--- config.mk ---
export PLATFORM = sky130hd
export DESIGN_NAME = iccm_axi_master_flat
export DESIGN_NICKNAME = d
export VERILOG_FILES = /design/src/rtl/iccm_axi_master_if.sv /design/src/rtl/iccm_axi_master.sv /design/src/flat_wrapper.sv
export SDC_FILE = /design/constraint.sdc
export NUM_CORES = 1
export LEC_CHECK = 0
export ABC_AREA = 1
export BUFFER_PORTS_ARGS = -buffer_cell sky130_fd_sc_hd__buf_2
export CAP_MARGIN = 20
export CORE_AREA = 2 2 120 122
export CTS_CLUSTER_DIAMETER = 80
export DETAILED_ROUTE_END_ITERATION = 12
export DIE_AREA = 0 0 122 124
export MAX_ROUTING_LAYER = met4
export SETUP_SLACK_MARGIN = 0.05
export SKIP_CTS_REPAIR_TIMING = 1
export SYNTH_ARGS = -nofsm -noshare
export SYNTH_HDL_FRONTEND = slang
export SYNTH_SLANG_ARGS = --single-unit
--- constraint.sdc ---
create_clock -name s_aclk -period 6.2 [get_ports s_aclk]
set_input_delay 0.62 -clock s_aclk [delete_from_list [all_inputs] [get_ports s_aclk]]
set_output_delay 0.62 -clock s_aclk [all_outputs]
set_load 0.02 [all_outputs]
--- src/rtl/iccm_axi_master_if.sv ---
// AXI4 bus between the ICCM master and the ICCM wrapper's s_axi_* slave port.
// The master modport drives requests; the slave modport drives responses.
interface iccm_axi_master_if #(
  parameter int ADDR_W = 32,
  parameter int ID_W   = 4
);
  logic [ADDR_W-1:0] m_axi_awaddr;
  logic [1:0]        m_axi_awburst;
  logic [ID_W-1:0]   m_axi_awid;
  logic [7:0]        m_axi_awlen;
  logic [2:0]        m_axi_awsize;
  logic              m_axi_awvalid;
  logic              m_axi_awready;

  logic [31:0]       m_axi_wdata;
  logic [3:0]        m_axi_wstrb;
  logic              m_axi_wlast;
  logic              m_axi_wvalid;
  logic              m_axi_wready;

  logic [ID_W-1:0]   m_axi_bid;
  logic [1:0]        m_axi_bresp;
  logic              m_axi_bvalid;
  logic              m_axi_bready;

  logic [ADDR_W-1:0] m_axi_araddr;
  logic [1:0]        m_axi_arburst;
  logic [ID_W-1:0]   m_axi_arid;
  logic [7:0]        m_axi_arlen;
  logic [2:0]        m_axi_arsize;
  logic              m_axi_arvalid;
  logic              m_axi_arready;

  logic [31:0]       m_axi_rdata;
  logic [ID_W-1:0]   m_axi_rid;
  logic [1:0]        m_axi_rresp;
  logic              m_axi_rlast;
  logic              m_axi_rvalid;
  logic              m_axi_rready;

  modport master (
    output m_axi_awaddr, m_axi_awburst, m_axi_awid, m_axi_awlen, m_axi_awsize, m_axi_awvalid,
    input  m_axi_awready,
    output m_axi_wdata, m_axi_wstrb, m_axi_wlast, m_axi_wvalid,
    input  m_axi_wready,
    input  m_axi_bid, m_axi_bresp, m_axi_bvalid,
    output m_axi_bready,
    output m_axi_araddr, m_axi_arburst, m_axi_arid, m_axi_arlen, m_axi_arsize, m_axi_arvalid,
    input  m_axi_arready,
    input  m_axi_rdata, m_axi_rid, m_axi_rresp, m_axi_rlast, m_axi_rvalid,
    output m_axi_rready
  );

  modport slave (
    input  m_axi_awaddr, m_axi_awburst, m_axi_awid, m_axi_awlen, m_axi_awsize, m_axi_awvalid,
    output m_axi_awready,
    input  m_axi_wdata, m_axi_wstrb, m_axi_wlast, m_axi_wvalid,
    output m_axi_wready,
    output m_axi_bid, m_axi_bresp, m_axi_bvalid,
    input  m_axi_bready,
    input  m_axi_araddr, m_axi_arburst, m_axi_arid, m_axi_arlen, m_axi_arsize, m_axi_arvalid,
    output m_axi_arready,
    output m_axi_rdata, m_axi_rid, m_axi_rresp, m_axi_rlast, m_axi_rvalid,
    input  m_axi_rready
  );
endinterface

--- src/rtl/iccm_axi_master.sv ---
// Single-outstanding AXI4 INCR-burst master turning loader/debug commands into ICCM accesses.
// Define ICCM_AXI_MASTER_TIMEOUT_EN to add a handshake watchdog and the timeout output.
module iccm_axi_master #(
  parameter int ADDR_W         = 32,
  parameter int ID_W           = 4,
  parameter int ID_VAL         = 1,
  parameter int TIMEOUT_CYCLES = 1024
) (
  input  logic              s_aclk,
  input  logic              s_aresetn,
  input  logic              cmd_valid,
  output logic              cmd_ready,
  input  logic              cmd_write,
  input  logic [ADDR_W-1:0] cmd_addr,
  input  logic [7:0]        cmd_len,
  input  logic              wr_valid,
  output logic              wr_ready,
  input  logic [31:0]       wr_data,
  input  logic [3:0]        wr_strb,
  output logic              rd_valid,
  input  logic              rd_ready,
  output logic [31:0]       rd_data,
  output logic              rd_last,
  output logic              done,
  output logic              err,
  output logic              busy,
`ifdef ICCM_AXI_MASTER_TIMEOUT_EN
  output logic              timeout,
`endif
  iccm_axi_master_if.master axi
);

  localparam logic [ID_W-1:0] ID = ID_W'(ID_VAL);

  typedef enum logic [2:0] {S_IDLE, S_AW, S_W, S_B, S_AR, S_R, S_RSP} state_t;

  state_t            state_q, state_d;
  logic [ADDR_W-1:0] addr_q;
  logic [7:0]        len_q;
  logic [7:0]        cnt_q, cnt_d;
  logic              err_q, err_d;
  logic              rerr_q, rerr_d;
  logic              cmd_ready_c;
  logic              expired;

  // Reject misaligned starts and bursts whose last byte lands past the 4 KB page.
  logic        misaligned;
  logic [13:0] end_off;
  logic        page_cross;
  assign misaligned = (cmd_addr[1:0] != 2'b00);
  assign end_off    = {2'b00, cmd_addr[11:0]} + (({6'b0, cmd_len} + 14'd1) << 2);
  assign page_cross = (end_off > 14'd4096);

  logic last_beat;
  logic r_bad;
  assign last_beat = (cnt_q == len_q);
  assign r_bad     = (axi.m_axi_rresp != 2'b00) || (axi.m_axi_rid != ID) ||
                     (axi.m_axi_rlast != last_beat);

  assign axi.m_axi_awaddr  = addr_q;
  assign axi.m_axi_awburst = 2'b01;
  assign axi.m_axi_awid    = ID;
  assign axi.m_axi_awlen   = len_q;
  assign axi.m_axi_awsize  = 3'b010;
  assign axi.m_axi_araddr  = addr_q;
  assign axi.m_axi_arburst = 2'b01;
  assign axi.m_axi_arid    = ID;
  assign axi.m_axi_arlen   = len_q;
  assign axi.m_axi_arsize  = 3'b010;
  assign axi.m_axi_wdata   = wr_data;
  assign axi.m_axi_wstrb   = wr_strb;
  assign rd_data           = axi.m_axi_rdata;

  assign cmd_ready = cmd_ready_c & s_aresetn;
  assign done      = (state_q == S_RSP);
  assign busy      = (state_q != S_IDLE);
  assign err       = err_q;

  // NOTE: every output of this block gets a default first, so no path leaves one unassigned and no latch is inferred.
  always_comb begin
    state_d           = state_q;
    cnt_d             = cnt_q;
    err_d             = err_q;
    rerr_d            = rerr_q;
    cmd_ready_c       = 1'b0;
    wr_ready          = 1'b0;
    rd_valid          = 1'b0;
    rd_last           = 1'b0;
    axi.m_axi_awvalid = 1'b0;
    axi.m_axi_wvalid  = 1'b0;
    axi.m_axi_wlast   = 1'b0;
    axi.m_axi_bready  = 1'b0;
    axi.m_axi_arvalid = 1'b0;
    axi.m_axi_rready  = 1'b0;

    unique case (state_q)
      S_IDLE: begin
        cmd_ready_c = 1'b1;
        if (cmd_valid) begin
          cnt_d  = 8'd0;
          rerr_d = 1'b0;
          if (misaligned || page_cross) begin
            err_d   = 1'b1;
            state_d = S_RSP;
          end else begin
            state_d = cmd_write ? S_AW : S_AR;
          end
        end
      end
      S_AW: begin
        axi.m_axi_awvalid = 1'b1;
        if (axi.m_axi_awready) state_d = S_W;
      end
      S_W: begin
        axi.m_axi_wvalid = wr_valid;
        axi.m_axi_wlast  = last_beat;
        wr_ready         = axi.m_axi_wready;
        if (wr_valid && axi.m_axi_wready) begin
          cnt_d = cnt_q + 8'd1;
          if (last_beat) state_d = S_B;
        end
      end
      S_B: begin
        axi.m_axi_bready = 1'b1;
        if (axi.m_axi_bvalid) begin
          err_d   = (axi.m_axi_bresp != 2'b00) || (axi.m_axi_bid != ID);
          state_d = S_RSP;
        end
      end
      S_AR: begin
        axi.m_axi_arvalid = 1'b1;
        if (axi.m_axi_arready) state_d = S_R;
      end
      S_R: begin
        rd_valid         = axi.m_axi_rvalid;
        rd_last          = axi.m_axi_rlast;
        axi.m_axi_rready = rd_ready;
        if (axi.m_axi_rvalid && rd_ready) begin
          cnt_d  = cnt_q + 8'd1;
          rerr_d = rerr_q | r_bad;
          // Finish on our own beat count; a wrong rlast only shows up as an error.
          if (last_beat) begin
            err_d   = rerr_q | r_bad;
            state_d = S_RSP;
          end
        end
      end
      S_RSP: state_d = S_IDLE;
      default: state_d = S_IDLE;
    endcase

    if (expired) begin
      wr_ready          = 1'b0;
      rd_valid          = 1'b0;
      rd_last           = 1'b0;
      axi.m_axi_awvalid = 1'b0;
      axi.m_axi_wvalid  = 1'b0;
      axi.m_axi_bready  = 1'b0;
      axi.m_axi_arvalid = 1'b0;
      axi.m_axi_rready  = 1'b0;
      err_d             = 1'b1;
      state_d           = S_RSP;
    end
  end

  // NOTE: state registers use non-blocking assignments so every flop samples pre-edge values.
  always_ff @(posedge s_aclk) begin
    if (!s_aresetn) begin
      state_q <= S_IDLE;
      addr_q  <= '0;
      len_q   <= 8'd0;
      cnt_q   <= 8'd0;
      err_q   <= 1'b0;
      rerr_q  <= 1'b0;
    end else begin
      state_q <= state_d;
      cnt_q   <= cnt_d;
      err_q   <= err_d;
      rerr_q  <= rerr_d;
      if (cmd_valid && cmd_ready_c) begin
        addr_q <= cmd_addr;
        len_q  <= cmd_len;
      end
    end
  end

`ifdef ICCM_AXI_MASTER_TIMEOUT_EN
  logic [15:0] wd_q;
  logic        timeout_q;
  logic        active;
  logic        axi_hs;

  assign active  = (state_q == S_AW) || (state_q == S_W) || (state_q == S_B) ||
                   (state_q == S_AR) || (state_q == S_R);
  assign axi_hs  = (axi.m_axi_awvalid && axi.m_axi_awready) ||
                   (axi.m_axi_wvalid  && axi.m_axi_wready)  ||
                   (axi.m_axi_bvalid  && axi.m_axi_bready)  ||
                   (axi.m_axi_arvalid && axi.m_axi_arready) ||
                   (axi.m_axi_rvalid  && axi.m_axi_rready);
  assign expired = active && (wd_q == 16'(TIMEOUT_CYCLES));
  assign timeout = timeout_q;

  // timeout_q is high only in the RSP cycle that an expiry forces.
  always_ff @(posedge s_aclk) begin
    if (!s_aresetn) begin
      wd_q      <= 16'd0;
      timeout_q <= 1'b0;
    end else begin
      timeout_q <= expired;
      if (!active || axi_hs || expired) wd_q <= 16'd0;
      else                              wd_q <= wd_q + 16'd1;
    end
  end
`else
  assign expired = 1'b0;
`endif

endmodule

--- src/flat_wrapper.sv ---
// flat-port wrapper written by rule: the top's interface ports become plain ports
module iccm_axi_master_flat 
#(
  parameter int ADDR_W         = 32,
  parameter int ID_W           = 4,
  parameter int ID_VAL         = 1,
  parameter int TIMEOUT_CYCLES = 1024
)
  (s_aclk, s_aresetn, cmd_valid, cmd_ready, cmd_write, cmd_addr, cmd_len, wr_valid, wr_ready, wr_data, wr_strb, rd_valid, rd_ready, rd_data, rd_last, done, err, busy, axi_m_axi_awaddr, axi_m_axi_awburst, axi_m_axi_awid, axi_m_axi_awlen, axi_m_axi_awsize, axi_m_axi_awvalid, axi_m_axi_awready, axi_m_axi_wdata, axi_m_axi_wstrb, axi_m_axi_wlast, axi_m_axi_wvalid, axi_m_axi_wready, axi_m_axi_bid, axi_m_axi_bresp, axi_m_axi_bvalid, axi_m_axi_bready, axi_m_axi_araddr, axi_m_axi_arburst, axi_m_axi_arid, axi_m_axi_arlen, axi_m_axi_arsize, axi_m_axi_arvalid, axi_m_axi_arready, axi_m_axi_rdata, axi_m_axi_rid, axi_m_axi_rresp, axi_m_axi_rlast, axi_m_axi_rvalid, axi_m_axi_rready);
  iccm_axi_master_if #(.ADDR_W(ADDR_W), .ID_W(ID_W)) axi_i ();
  input  logic s_aclk;
  input  logic s_aresetn;
  input  logic cmd_valid;
  output logic cmd_ready;
  input  logic cmd_write;
  input  logic [ADDR_W-1:0] cmd_addr;
  input  logic [7:0] cmd_len;
  input  logic wr_valid;
  output logic wr_ready;
  input  logic [31:0] wr_data;
  input  logic [3:0] wr_strb;
  output logic rd_valid;
  input  logic rd_ready;
  output logic [31:0] rd_data;
  output logic rd_last;
  output logic done;
  output logic err;
  output logic busy;
  output wire logic [$bits(axi_i.m_axi_awaddr)-1:0] axi_m_axi_awaddr;
  output wire logic [$bits(axi_i.m_axi_awburst)-1:0] axi_m_axi_awburst;
  output wire logic [$bits(axi_i.m_axi_awid)-1:0] axi_m_axi_awid;
  output wire logic [$bits(axi_i.m_axi_awlen)-1:0] axi_m_axi_awlen;
  output wire logic [$bits(axi_i.m_axi_awsize)-1:0] axi_m_axi_awsize;
  output wire logic [$bits(axi_i.m_axi_awvalid)-1:0] axi_m_axi_awvalid;
  input wire logic [$bits(axi_i.m_axi_awready)-1:0] axi_m_axi_awready;
  output wire logic [$bits(axi_i.m_axi_wdata)-1:0] axi_m_axi_wdata;
  output wire logic [$bits(axi_i.m_axi_wstrb)-1:0] axi_m_axi_wstrb;
  output wire logic [$bits(axi_i.m_axi_wlast)-1:0] axi_m_axi_wlast;
  output wire logic [$bits(axi_i.m_axi_wvalid)-1:0] axi_m_axi_wvalid;
  input wire logic [$bits(axi_i.m_axi_wready)-1:0] axi_m_axi_wready;
  input wire logic [$bits(axi_i.m_axi_bid)-1:0] axi_m_axi_bid;
  input wire logic [$bits(axi_i.m_axi_bresp)-1:0] axi_m_axi_bresp;
  input wire logic [$bits(axi_i.m_axi_bvalid)-1:0] axi_m_axi_bvalid;
  output wire logic [$bits(axi_i.m_axi_bready)-1:0] axi_m_axi_bready;
  output wire logic [$bits(axi_i.m_axi_araddr)-1:0] axi_m_axi_araddr;
  output wire logic [$bits(axi_i.m_axi_arburst)-1:0] axi_m_axi_arburst;
  output wire logic [$bits(axi_i.m_axi_arid)-1:0] axi_m_axi_arid;
  output wire logic [$bits(axi_i.m_axi_arlen)-1:0] axi_m_axi_arlen;
  output wire logic [$bits(axi_i.m_axi_arsize)-1:0] axi_m_axi_arsize;
  output wire logic [$bits(axi_i.m_axi_arvalid)-1:0] axi_m_axi_arvalid;
  input wire logic [$bits(axi_i.m_axi_arready)-1:0] axi_m_axi_arready;
  input wire logic [$bits(axi_i.m_axi_rdata)-1:0] axi_m_axi_rdata;
  input wire logic [$bits(axi_i.m_axi_rid)-1:0] axi_m_axi_rid;
  input wire logic [$bits(axi_i.m_axi_rresp)-1:0] axi_m_axi_rresp;
  input wire logic [$bits(axi_i.m_axi_rlast)-1:0] axi_m_axi_rlast;
  input wire logic [$bits(axi_i.m_axi_rvalid)-1:0] axi_m_axi_rvalid;
  output wire logic [$bits(axi_i.m_axi_rready)-1:0] axi_m_axi_rready;
  assign axi_m_axi_awaddr = axi_i.m_axi_awaddr;
  assign axi_m_axi_awburst = axi_i.m_axi_awburst;
  assign axi_m_axi_awid = axi_i.m_axi_awid;
  assign axi_m_axi_awlen = axi_i.m_axi_awlen;
  assign axi_m_axi_awsize = axi_i.m_axi_awsize;
  assign axi_m_axi_awvalid = axi_i.m_axi_awvalid;
  assign axi_i.m_axi_awready = axi_m_axi_awready;
  assign axi_m_axi_wdata = axi_i.m_axi_wdata;
  assign axi_m_axi_wstrb = axi_i.m_axi_wstrb;
  assign axi_m_axi_wlast = axi_i.m_axi_wlast;
  assign axi_m_axi_wvalid = axi_i.m_axi_wvalid;
  assign axi_i.m_axi_wready = axi_m_axi_wready;
  assign axi_i.m_axi_bid = axi_m_axi_bid;
  assign axi_i.m_axi_bresp = axi_m_axi_bresp;
  assign axi_i.m_axi_bvalid = axi_m_axi_bvalid;
  assign axi_m_axi_bready = axi_i.m_axi_bready;
  assign axi_m_axi_araddr = axi_i.m_axi_araddr;
  assign axi_m_axi_arburst = axi_i.m_axi_arburst;
  assign axi_m_axi_arid = axi_i.m_axi_arid;
  assign axi_m_axi_arlen = axi_i.m_axi_arlen;
  assign axi_m_axi_arsize = axi_i.m_axi_arsize;
  assign axi_m_axi_arvalid = axi_i.m_axi_arvalid;
  assign axi_i.m_axi_arready = axi_m_axi_arready;
  assign axi_i.m_axi_rdata = axi_m_axi_rdata;
  assign axi_i.m_axi_rid = axi_m_axi_rid;
  assign axi_i.m_axi_rresp = axi_m_axi_rresp;
  assign axi_i.m_axi_rlast = axi_m_axi_rlast;
  assign axi_i.m_axi_rvalid = axi_m_axi_rvalid;
  assign axi_m_axi_rready = axi_i.m_axi_rready;
  iccm_axi_master #(.ADDR_W(ADDR_W), .ID_W(ID_W), .ID_VAL(ID_VAL), .TIMEOUT_CYCLES(TIMEOUT_CYCLES)) u_core (.s_aclk(s_aclk), .s_aresetn(s_aresetn), .cmd_valid(cmd_valid), .cmd_ready(cmd_ready), .cmd_write(cmd_write), .cmd_addr(cmd_addr), .cmd_len(cmd_len), .wr_valid(wr_valid), .wr_ready(wr_ready), .wr_data(wr_data), .wr_strb(wr_strb), .rd_valid(rd_valid), .rd_ready(rd_ready), .rd_data(rd_data), .rd_last(rd_last), .done(done), .err(err), .busy(busy), .axi(axi_i));
endmodule
== Yosys cells after proc, flatten, opt, wreduce, memory -nomap -nowiden ==
Index checks and enable logic that the tools add are counted.

* Register bits: 53
* Output and inout bits: 179
* Word-level logic and storage cells: 84

* Add/subtract/negate cells: 3
* Order comparisons: 1
* Equality and inequality tests: 19
* Muxes and demuxes: 34
* Bitwise logic cells: 2
* Reductions and logical operators: 19

{| class="wikitable"
|+ Operators by type and width
! kind !! count
|-
| two-way mux 3 bit || 10
|-
| two-way mux 8 bit || 3
|-
| case mux 8 bit (3 select lines) || 1
|-
| case mux 3 bit (6 select lines) || 1
|-
| two-way mux 1 bit || 17
|-
| adder 12 x 14 -> 14 bit || 1
|-
| > comparator 14 x 13 -> 1 bit, second input constant || 1
|-
| != test 2 x 1 -> 1 bit, second input constant || 5
|-
| adder 8 x 1 -> 9 bit, second input constant || 1
|-
| == test 3 bit, second input constant || 3
|-
| nonzero test 3 bit || 3
|-
| adder 8 x 1 -> 8 bit, second input constant || 1
|-
| == test 8 bit || 1
|-
| != test 2 bit, second input constant || 4
|-
| != test 4 x 1 -> 1 bit, second input constant || 2
|-
| AND reduction 8 bit || 1
|-
| nonzero test 2 bit || 4
|-
| == test 3 x 2 -> 1 bit, second input constant || 2
|-
| AND reduction 6 bit || 1
|-
| logical OR 1 bit || 4
|-
| AND reduction 4 bit || 1
|-
| == test 3 x 1 -> 1 bit, second input constant || 1
|-
| logical AND 1 bit || 3
|-
| logical NOT 3 bit || 1
|-
| other kinds (6) || 6
|}

== Logic depth before layout (Yosys ltp) ==
Gate-level depths: netlist (run 1).

* Depth after elaboration: 7
* Depth in mapped cells: 20
* Gate-level depth less buffers: 20

== Worst setup path before layout (run 1) ==
OpenSTA, ideal clock, no wires.

* Path type: input to register
* Start point: in cmd_len[0]
* End point: reg u_core.state_q[2]
* Library setup time: 0.132 ns
* Arrival: 2.623 ns
* Slack: 3.445 ns
* Stages on the path: 19
* Path buffers: 0
* Cell sequence: ha_1 > nand3_1 > nor3b_1 > xnor2_1 > inv_1 > ha_1 > nand2_1 > nor2_1 > nand3_1 > nand3_1 > nand3_1 > nor2_1 > nand3_1 > nand2_1 > nand3_1 > nand2_1 > nand2_1 > nand2_1 > a21oi_1

* Cells in the longest elaborated chain, start to end: 7

{| class="wikitable"
|+ RTL lines
! item !! line !! RTL
|-
| start: declaration || flat_wrapper.sv:17 || <nowiki>input logic [7:0] cmd_len;</nowiki>
|-
| adder 8 x 1 -> 9 bit || iccm_axi_master.sv:51 || <nowiki>assign end_off = {2'b00, cmd_addr[11:0]} + (({6'b0, cmd_len} + 14'd1) << 2);</nowiki>
|-
| adder 12 x 14 -> 14 bit || iccm_axi_master.sv:51 ||
|-
| > comparator 14 x 13 -> 1 bit || iccm_axi_master.sv:52 || <nowiki>assign page_cross = (end_off > 14'd4096);</nowiki>
|-
| logical OR 1 bit || iccm_axi_master.sv:102 || <nowiki>if (misaligned || page_cross) begin</nowiki>
|-
| two-way mux 3 bit || iccm_axi_master.sv:102 ||
|-
| two-way mux 3 bit || iccm_axi_master.sv:99 || <nowiki>if (cmd_valid) begin</nowiki>
|-
| case mux 3 bit (6 select lines) || iccm_axi_master.sv:96 || <nowiki>unique case (state_q)</nowiki>
|-
| end signal: assignment || iccm_axi_master.sv:176 || <nowiki>state_q <= state_d;</nowiki>
|-
| end: declaration || iccm_axi_master.sv:37 || <nowiki>state_t state_q, state_d;</nowiki>
|}

Every way passes these cells. The select of a mux whose other input is x is not followed.
A chain may end at the register's enable or synchronous reset.

== Worst setup path in the final report (run 1) ==
Same ends and word-level chain as after synthesis.

==> results.yml, run 1 <==
clocking:
  cts_root_buffer: "clkbuf_16"
  htreeDepth: 2
  cts_max_path_buffers: 2
  cts_tree: "built"
  cts_buffers: 5
  cts.sinks: 53
  clkTransAtPathRegs_ns: 0.07
  clock_latency_ns: 0.29
global_route:
  antenna_found_initial: 0
  grt_max_degree: 51
  grt_pass1_wl_mm: 16.2
  grt_use_total: 0.141
  grt.overflow.total: 0
  grt_pass1_vias: 3208
setup_path:
  worst_path_max_delay_cell: "ha_1"
  cpPeakStageDelay_ns: 0.34
  required_ns: 6.36
  crit_chain: "buf_2 -> ha_1 -> nand3_1 -> nor3b_1 -> xnor2_1 -> inv_1 -> ha_1 -> nand2_1 -> nor2_1 -> nand3_1 -> nand3_1 -> nand3_1 -> nor2_1 -> nand3_1 -> nand2_1 -> nand3_1 -> nand2_1 -> nand2_1 -> nand2_1 -> a21oi_1"
  endpoint_kind: "flop"
  crit_path_start_kind: "primary input"
  cp_common_cell: "nand3_1"
  arrival_ns: 3.05
  critPathMaxFanout: 5
  critical_path_class: "in2reg"
cells_and_area:
  multi_input_area_um2: 1810
  antenna_cells: 0
  num-fill-cells: 1546
  ff_latch_area_um2: 1060
  fin_cells: 811
  final_layout_size_suffix_gt1_frac: 0.303
  area_growth_pct: 5.39
  fin_nets: 775
timing:
  rsz0062_at_grt: "false"
  skew_ns: 0.00314
  fin_setup_tns_ns: 0
  hold_violations: 0
  period_minus_slack_ns: 2.89
  fin_ws_ns: 3.31
  maxSlewHeadroom: 0.336
  worstMarginPinSlew_ns: 0.992
  finalMaxSlewViolations: 0
  setup_violations: 0
  fin_crit_sh: 0.466
  clock.fmax_mhz: 346
placed_design:
  numPortBuffers: 156
  place.gp.congestion: 0.852
  place_ws_ns: 3.02
  place_hpwl_mm: 8.25
  dpl.cell_count: 803
drt:
  vias: 3578
  via_per_inst: 4.41
  drt_iter0_drc: 170
  drc_errors: 0
  final_antenna_net_count: 0
  first_pass_iters: 4
  wl_mm: 10.9
  wire_per_inst_um: 13.4
synth:
  ys_ff_latch: 53
  synth_enable_flop_cells: 0
  synth_area_leader_cell: "dfxtp_1"
  syn_area_um2: 4040
  ys_warn_count: 0
  synthFlopType: "dfxtp_1"
  synth_seq_area_share: 0.263
  synth.top_cells.by_count: "buf_4 (126), nand2_1 (115), a21oi_1 (58)"
  yosysTopAreaCellShare: 0.263
  syn-mean-instance-area_um2: 6.82
  yosysMostFrequentCell: "buf_4"
  async_flop_share: 0
  yosysUniqueCellTypes: 38
  syn_inst: 592
  yosys-top-cells-area: "dfxtp_1 (26%), buf_4 (23%), nand2_1 (11%)"
power:
  fin_total_pwr_uw: 1620
  leakage_uw: 0.00216
  ir_worst_vdd_v: 0.000158
  pwr_density_cell_nw_per_um2: 381
floorplan:
  fp-row-count: 43
  pin_count: 311
  dieArea_um2: 15100
  die_w_um: 122
  fp.coreArea_um2: 13700
  dieHeight_um: 124
  start_util: 0.294
run_status:
  status: "complete, no violations"
min_path:
  hp-class: "reg2reg"
flow_run:
  drv_cap: 0
==> final cells by class <==
type | instances | share of cell area
multi-input cells | 353 | 0.425
flip-flops and latches | 53 | 0.249
repair buffers | 158 | 0.187
well taps | 180 | 0.0529
inverters | 59 | 0.0526
clock buffers | 6 | 0.0303
clock inverters | 2 | 0.00353
==> kinds of logic after synthesis <==
kind of cell / Yosys count / synth area share
simple gates: 234 / 0.259
buf+inv: 202 / 0.305
compound gates: 80 / 0.112
flops: 53 / 0.263
fa+ha+maj: 13 / 0.0421
xor+xnor: 8 / 0.0173
other cells: 2 / 0.00186
==> layout by cell type, fill, tap and decap left out, drive strengths merged <==
master    netlist  layout
xnor2           1       1
o21ai          13      13
o21a            2       2
ha             12      12
xor2            7       7
nand4           9       9
a221oi          1       1
nor3            6       6
nand3b          1       1
inv            59      59
a211oi          2       2
clkinvlp        0       2
nand3          51      51
nor4            2       2
nor3b           3       3
dfxtp          53      53
buf           128     158
a21oi          59      59
nand2         116     116
fa              1       1
clkbuf         15       6
a21boi          1       1
a31oi           1       1
nor2           43      43
or2             3       3
a21o            1       1
conb            2      18
==> metrics by stage <==
step	hold WS (ns)	utilization	area (um2)
2_1_floorplan	0.458	-	4100
3_3_place_gp	0.463	0.300	4110
3_5_place_dp	0.466	0.300	4110
4_1_cts	0.478	0.310	4260
5_1_grt	0.499	0.310	4260
6_report	0.472	0.310	4260
==> sequential cells by signal, indices dropped and copies added (netlist names) <==
signal                   count
u_core.axi.m_axi_araddr     32
u_core.rerr_q                1
u_core.err                   1
u_core.cnt_q                 8
u_core.axi.m_axi_arlen       8
u_core.state_q               3
==> report_power, final <==
| group | switching, uW | total [uW] | leakage (uW) | internal [uW] |
|---|---|---|---|---|
| clock | 131 | 282 | 0.0000631 | 150 |
| combinational | 592 | 862 | 0.00166 | 270 |
| sequential | 65.6 | 480 | 0.000434 | 415 |
==> routing by layer <==
layer | track usage | up-vias | share of wire
li1 | - | 1820 | -
met2 | 0.229 | 134 | 0.46
met4 | 0.0539 | 0 | 0.028
met5 | - | - | 0
met1 | 0.176 | 1594 | 0.45
met3 | 0.0224 | 30 | 0.059
==> critical path: cells and delay by family <==
kind            cells  cell delay (ns)
compound gates      1             0.05
xor+xnor            1             0.16
buf+inv             2             0.17
fa+ha+maj           2             0.52
simple gates       14             1.52
==> final timing paths <==
| check | start | endpoint | slack, ns | cells after the start |
|---|---|---|---|---|
| worst max-delay path | cmd_len[0] | u_core.state_q[2] | 3.31 | 20 |
| worst min register to register | u_core.axi.m_axi_araddr[28] | u_core.axi.m_axi_araddr[28] | 0.47 | 2 |
| worst max register to register | u_core.state_q[1] | u_core.rerr_q | 4.20 | 7 |
| worst min-delay path | u_core.axi.m_axi_araddr[28] | u_core.axi.m_axi_araddr[28] | 0.47 | 2 |
Power figures use the tool's default switching activity.
==> run 2: changes to the inputs <==
--- a/config.mk
+++ b/config.mk
@@ -8,10 +8,10 @@
 export ABC_AREA = 1
 export BUFFER_PORTS_ARGS = -buffer_cell sky130_fd_sc_hd__buf_2
 export CAP_MARGIN = 20
-export CORE_AREA = 2 2 120 122
+export CORE_AREA = 2 2 121 123
 export CTS_CLUSTER_DIAMETER = 80
 export DETAILED_ROUTE_END_ITERATION = 12
-export DIE_AREA = 0 0 122 124
+export DIE_AREA = 0 0 123 125
 export MAX_ROUTING_LAYER = met4
 export SETUP_SLACK_MARGIN = 0.05
 export SKIP_CTS_REPAIR_TIMING = 1
==> constraint.sdc (replaced) <==
create_clock -name s_aclk -period 2.4 [get_ports s_aclk]
set_input_delay 0.24 -clock s_aclk [delete_from_list [all_inputs] [get_ports s_aclk]]
set_output_delay 0.24 -clock s_aclk [all_outputs]
set_load 0.02 [all_outputs]
==> run 2 against run 1 <==
  * The run now fails in detailed routing (5_2_route)
  * Area after synthesis is the same
  * Global-route usage grew 0.33 points
  * Synthesized cell count did not move
==> results.yml, run 2 <==
clocking:
  cts_buffers: 5
  cts.sinks: 53
  cts_max_path_buffers: 2
  htreeDepth: 2
  cts_root_buffer: "clkbuf_16"
global_route:
  grt_use_total: 0.144
  grt_pass1_wl_mm: 17.0
  grt_max_degree: 35
  antenna_found_initial: 0
  grt_pass1_vias: 3317
  grt.overflow.total: 0
synth:
  synth_enable_flop_cells: 0
  yosysTopAreaCellShare: 0.263
  ys_warn_count: 0
  ys_ff_latch: 53
  async_flop_share: 0
  synth_seq_area_share: 0.263
  syn_area_um2: 4040
  syn-mean-instance-area_um2: 6.82
  synth_area_leader_cell: "dfxtp_1"
  yosys-top-cells-area: "dfxtp_1 (26%), buf_4 (23%), nand2_1 (11%)"
  yosysUniqueCellTypes: 38
  yosysMostFrequentCell: "buf_4"
  syn_inst: 592
  synth.top_cells.by_count: "buf_4 (126), nand2_1 (115), a21oi_1 (58)"
  synthFlopType: "dfxtp_1"
run_status:
  stop_stage: "detailed routing (5_2_route)"
  status: "did not finish"
  firstError: "[ERROR DRT-0255] Maze Route cannot find path of net wr_data[0] in worker of routeBox ( 96600 0 ) ( 123000 48300 )."
timing:
  worst_endpoint: "u_core.err$_SDFFE_PN0P_/D"
  worstEpCategory: "register input"
placed_design:
  place_hpwl_mm: 8.85
  dpl.cell_count: 827
  place.gp.congestion: 0.865
  numPortBuffers: 156
floorplan:
  fp-row-count: 44
  pin_count: 311
  dieHeight_um: 125
  die_w_um: 123
  start_util: 0.284
[run 2: cell counts after synthesis]
Identical to the previous run, type by type.
[run 2: logic make-up after synthesis]
logic type                 synth area share
AOI/OAI and AO/OA                     0.112
DFF                                   0.263
buffers and inverters                 0.305
adders and majority gates            0.0421
and+or+nand+nor                       0.259
xor gates and xnor gates             0.0173
other                               0.00186
[run 2: per-stage QoR]
stage          instance area [um2]  setup slack, ns
2_1_floorplan                 4110           0.0934
3_3_place_gp                  4270           -0.245
3_5_place_dp                  4270           -0.316
4_1_cts                       4430         -0.00432
5_1_grt                       4530          -0.0132
[run 2: per-layer routing]
metal and GRT usage:
met5 -, met4 0.0722, met3 0.0210, met2 0.228
met1 0.178
==> run 3: changes to the inputs <==
--- a/config.mk
+++ b/config.mk
@@ -8,12 +8,10 @@
 export ABC_AREA = 1
 export BUFFER_PORTS_ARGS = -buffer_cell sky130_fd_sc_hd__buf_2
 export CAP_MARGIN = 20
-export CORE_AREA = 2 2 121 123
-export CTS_CLUSTER_DIAMETER = 80
+export CORE_MARGIN = 2
+export CORE_UTILIZATION = 25
 export DETAILED_ROUTE_END_ITERATION = 12
-export DIE_AREA = 0 0 123 125
-export MAX_ROUTING_LAYER = met4
-export SETUP_SLACK_MARGIN = 0.05
+export PLACE_DENSITY_LB_ADDON = 0.15
 export SKIP_CTS_REPAIR_TIMING = 1
 export SYNTH_ARGS = -nofsm -noshare
 export SYNTH_HDL_FRONTEND = slang
==> constraint.sdc (replaced) <==
create_clock -name s_aclk -period 3.1 [get_ports s_aclk]
set_input_delay 0.31 -clock s_aclk [delete_from_list [all_inputs] [get_ports s_aclk]]
set_output_delay 0.31 -clock s_aclk [all_outputs]
set_load 0.02 [all_outputs]
==> run 3 against run 2 <==
  * The flow now finishes without violations
  * Global-route usage down 1.3 points
==> results.yml, run 3 (synthesis gave the netlist of run 1 again) <==
setup_path:
  endpoint_kind: "flop"
  cp_common_cell: "nand3_1"
  worst_path_max_delay_cell: "ha_1"
  required_ns: 3.27
  crit_path_start_kind: "primary input"
  cpPeakStageDelay_ns: 0.34
  critical_path_class: "in2reg"
  critPathMaxFanout: 5
  reg2reg_setup_slack_ns: 0.90
  reg2reg_from: "u_core.state_q[0]"
  r2r_end: "u_core.axi.m_axi_arlen[7]"
  crit_buf_inv: 2
  cp_top_family: "simple AND/OR/NAND/NOR gates"
  r2r_cells: 7
  arrival_ns: 2.78
  crit_chain: "buf_2 -> ha_1 -> nand3_1 -> nor3b_1 -> xnor2_1 -> inv_1 -> ha_1 -> nand2_1 -> nor2_1 -> nand3_1 -> nand3_1 -> nand3_1 -> nor2_1 -> nand3_1 -> nand2_1 -> nand3_1 -> nand2_1 -> nand2_1 -> nand2_1 -> a21oi_1"
floorplan:
  pin_count: 311
  dieHeight_um: 131
  die_w_um: 131
  fp.coreArea_um2: 15800
  dieArea_um2: 17200
  fp-row-count: 46
  start_util: 0.255
cells_and_area:
  final_layout_size_suffix_gt1_frac: 0.305
  final_common_cell: "buf_2"
  fin_nets: 777
  mostFrequentLayoutCells: "buf_2 (156), nand2_1 (114), a21oi_1 (58)"
  largest_reg_flops: 32
  antenna_cells: 0
  area_growth_pct: 7.46
  fin_cells: 849
drt:
  via_per_inst: 4.27
  met2WireLength_mm: 5.45
  final_antenna_net_count: 0
  wire_per_inst_um: 13.3
  first_pass_iters: 4
  wl_met1_mm: 4.94
  wl_mm: 11.3
  drc_errors: 0
  highest_layer: "met4"
  met3_length_um: 710
  vias: 3626
  drt_iter0_drc: 180
power:
  pwr_density_cell_nw_per_um2: 778
  ir_worst_vdd_v: 0.000204
  leakage_uw: 0.00219
  fin_total_pwr_uw: 3380
flow_run:
  drv_cap: 0
min_path:
  worstHoldStart: "cmd_addr[19]"
  min_delay_path_depth: 3
  hp-class: "in2reg"
  min_to: "u_core.axi.m_axi_araddr[19]"
clocking:
  htreeDepth: 2
  cts.sinks: 53
  clock_latency_ns: 0.31
  clkTransAtPathRegs_ns: 0.08
  cts_tree: "built"
  cts_root_buffer: "clkbuf_16"
  cts_max_path_buffers: 2
  cts_buffers: 5
timing:
  fin_setup_tns_ns: 0
  hold_violations: 0
  fin_ws_ns: 0.494
  worstMarginPinSlew_ns: 0.513
  clock.fmax_mhz: 384
  rsz0062_at_grt: "false"
  maxSlewHeadroom: 0.657
  setup_violations: 0
  skew_ns: 0.00765
  whs_ns: 0.268
  finalMaxSlewViolations: 0
  period_minus_slack_ns: 2.61
  fin_crit_sh: 0.841
global_route:
  grt_pass1_wl_mm: 18.3
  grt.overflow.total: 0
  grt_pass1_vias: 3456
  grt_use_total: 0.131
  grt_max_degree: 40
  antenna_found_initial: 0
placed_design:
  dpl.cell_count: 841
  place_hpwl_mm: 8.78
  place_ws_ns: 0.182
  place.gp.congestion: 0.846
  numPortBuffers: 156
run_status:
  status: "complete, no violations"
run 3: power by group:
part / leakage, uW / switching [uW] / total [uW] / internal, uW
Sequential: 0.000434 / 131 / 960 / 829
Clock: 0.0000810 / 279 / 663 / 384
Combinational: 0.00167 / 1210 / 1750 / 547
run 3: stage by stage:
stage | instance area [um2] | utilization
5_1_grt | 4340 | 0.274
3_5_place_dp | 4170 | 0.264
6_report | 4340 | 0.274
3_3_place_gp | 4170 | 0.264
4_1_cts | 4340 | 0.274
2_1_floorplan | 4100 | -
run 3: cell type report:
type                    instances  area (um2)
flip-flops and latches         53        1060
repair buffers                160         811
well taps                     216         270
multi-input cells             353        1810
fillers                      1799       11500
clock buffers                   6         129
inverters                      59         224
clock inverters                 2        38.8
run 3: worst register-to-register path, delay by kind of cell (launching register included):
family                 cells  cell delay [ns]
AOI/OAI and AO/OA          2             0.31
buffers and inverters      2             0.46
DFF                        1             0.35
and+or+nand+nor            3             0.98
run 3: worst max path at each step:
stage / from / end / slack (ns) / cells after the start
2_1_floorplan: cmd_len[0] / u_core.state_q[2] / 0.65 / 19
3_3_place_gp: cmd_len[0] / u_core.state_q[2] / 0.27 / 20
3_5_place_dp: cmd_len[0] / u_core.state_q[2] / 0.18 / 20
4_1_cts: cmd_len[0] / u_core.state_q[2] / 0.50 / 20
5_1_grt: cmd_len[0] / u_core.state_q[2] / 0.21 / 21
6_report: cmd_len[0] / u_core.state_q[2] / 0.49 / 20
run 3: layer usage:
| metal | track usage | up-vias |
|---|---|---|
| met5 | 0 | - |
| met4 | 0.0483 | 0 |
| met3 | 0.0343 | 30 |
| met2 | 0.223 | 118 |
| met1 | 0.158 | 1640 |
| li1 | - | 1838 |
==> run 4: changes to the inputs <==
==> constraint.sdc (replaced) <==
create_clock -name s_aclk -period 2.5 [get_ports s_aclk]
set_input_delay 0.25 -clock s_aclk [delete_from_list [all_inputs] [get_ports s_aclk]]
set_output_delay 0.25 -clock s_aclk [all_outputs]
set_load 0.02 [all_outputs]
==> run 4 against run 3 <==
  * Worst setup slack worse by 0.37 ns
  * Highest routed layer unchanged
  * Largest cell class unchanged
  * Non-clock buffer count increased by 20
  * Largest power group unchanged
  * Worst hold slack got worse by 0.055 ns
  * Critical endpoint unchanged
  * Wire length is 0.70% lower
==> results.yml, run 4 (synthesis gave the netlist of run 1 again) <==
setup_path:
  critPathMaxFanout: 5
  required_ns: 2.67
  crit_path_start_kind: "primary input"
  arrival_ns: 2.55
  critical_path_class: "in2reg"
  endpoint_kind: "flop"
timing:
  rsz0062_at_grt: "true"
  period_minus_slack_ns: 2.37
  fin_ws_ns: 0.125
  clock.fmax_mhz: 421
  finalMaxSlewViolations: 0
  fin_crit_sh: 0.950
  hold_violations: 0
  whs_ns: 0.214
  skew_ns: 0.00721
  setup_violations: 0
clocking:
  clock_latency_ns: 0.30
  cts_tree: "built"
  cts_root_buffer: "clkbuf_16"
  cts_max_path_buffers: 2
  cts_buffers: 5
  cts.sinks: 53
  htreeDepth: 2
  clkTransAtPathRegs_ns: 0.07
power:
  fin_total_pwr_uw: 4130
  leakage_uw: 0.00227
  ir_worst_vdd_v: 0.000494
  pwr_density_cell_nw_per_um2: 908
drt:
  wire_per_inst_um: 12.9
  wl_met1_mm: 4.89
  met3_length_um: 668
  met2WireLength_mm: 5.48
  final_antenna_net_count: 0
  drt_iter0_drc: 128
  wl_mm: 11.3
  first_pass_iters: 6
  vias: 3688
  via_per_inst: 4.24
  highest_layer: "met4"
  drc_errors: 0
placed_design:
  place_hpwl_mm: 8.94
  numPortBuffers: 156
  place.gp.congestion: 0.776
  place_ws_ns: -0.288
  placed_area_um2: 4300
floorplan:
  fp.coreArea_um2: 15800
  fp-row-count: 46
  dieArea_um2: 17200
  die_w_um: 131
  pin_count: 311
  start_util: 0.255
  dieHeight_um: 131
global_route:
  grt_max_degree: 34
  grt_pass1_wl_mm: 17.7
  grt.overflow.total: 0
  antenna_found_initial: 0
  grt_pass1_vias: 3575
  grt_use_total: 0.126
cells_and_area:
  antenna_cells: 0
  largest_reg_flops: 32
  mostFrequentLayoutCells: "buf_2 (155), nand2_1 (113), a21oi_1 (55)"
  fin_area_um2: 4550
  final_layout_size_suffix_gt1_frac: 0.345
  final_common_cell: "buf_2"
  num-fill-cells: 1778
  area_growth_pct: 12.6
  fin_nets: 797
flow_run:
  drv_cap: 0
run_status:
  status: "complete, no violations"
min_path:
  hp-class: "in2reg"
==> run 4: routing by layer <==
layer,global-route usage,vias up
li1,-,1866
met1,0.148,1684
met2,0.222,110
met3,0.0316,28
met4,0.0441,0
met5,0,-
==> run 4: worst paths after layout <==
kind                                                   from                           to  slack [ns]  cells after the start
worst max register to register            u_core.state_q[1]            u_core.state_q[2]        0.63                     12
worst min register to register  u_core.axi.m_axi_araddr[16]  u_core.axi.m_axi_araddr[16]        0.48                      2
worst min-delay path                           cmd_addr[19]  u_core.axi.m_axi_araddr[19]        0.21                      3
worst max-delay path                             cmd_len[1]            u_core.state_q[2]        0.13                     20
==> run 4: report_power, final <==
part	internal (uW)	switching, uW	leakage, uW
sequential	1030	161	0.000434
clock	372	324	0.0000631
combinational	739	1510	0.00178
total	2140	1990	0.00227
==> run 4: critical path, stage by stage <==
cell     delay, ns
buf_2         0.12
ha_1          0.17
nand3_1       0.13
nor3b_2       0.23
xnor2_1       0.14
inv_1         0.09
ha_4          0.29
nand2_1       0.10
nor2_2        0.14
nand3_1       0.08
nand3_1       0.08
nand3_1       0.07
nor2_1        0.12
nand3_1       0.10
nand2_2       0.13
nand3_2       0.07
nand2_1       0.06
nand2_1       0.05
nand2_1       0.07
a21oi_2       0.05
==> run 4: metrics by stage <==
step	instances	TNS, ns	util
final	869	0	0.287
after global routing	869	-0.449	0.287
after CTS	866	0	0.281
after detailed placement	858	-1.11	0.272
after global placement	858	-0.963	0.272
after floorplan	608	0	-
==> run 4: layout make-up <==
type | count | area, um2 | share of cell area
multi-input cells | 353 | 1880 | 0.413
flip-flops and latches | 53 | 1060 | 0.233
repair buffers | 180 | 971 | 0.213
well taps | 216 | 270 | 0.0594
inverters | 59 | 224 | 0.0492
clock buffers | 6 | 129 | 0.0283
clock inverters | 2 | 15.0 | 0.00330
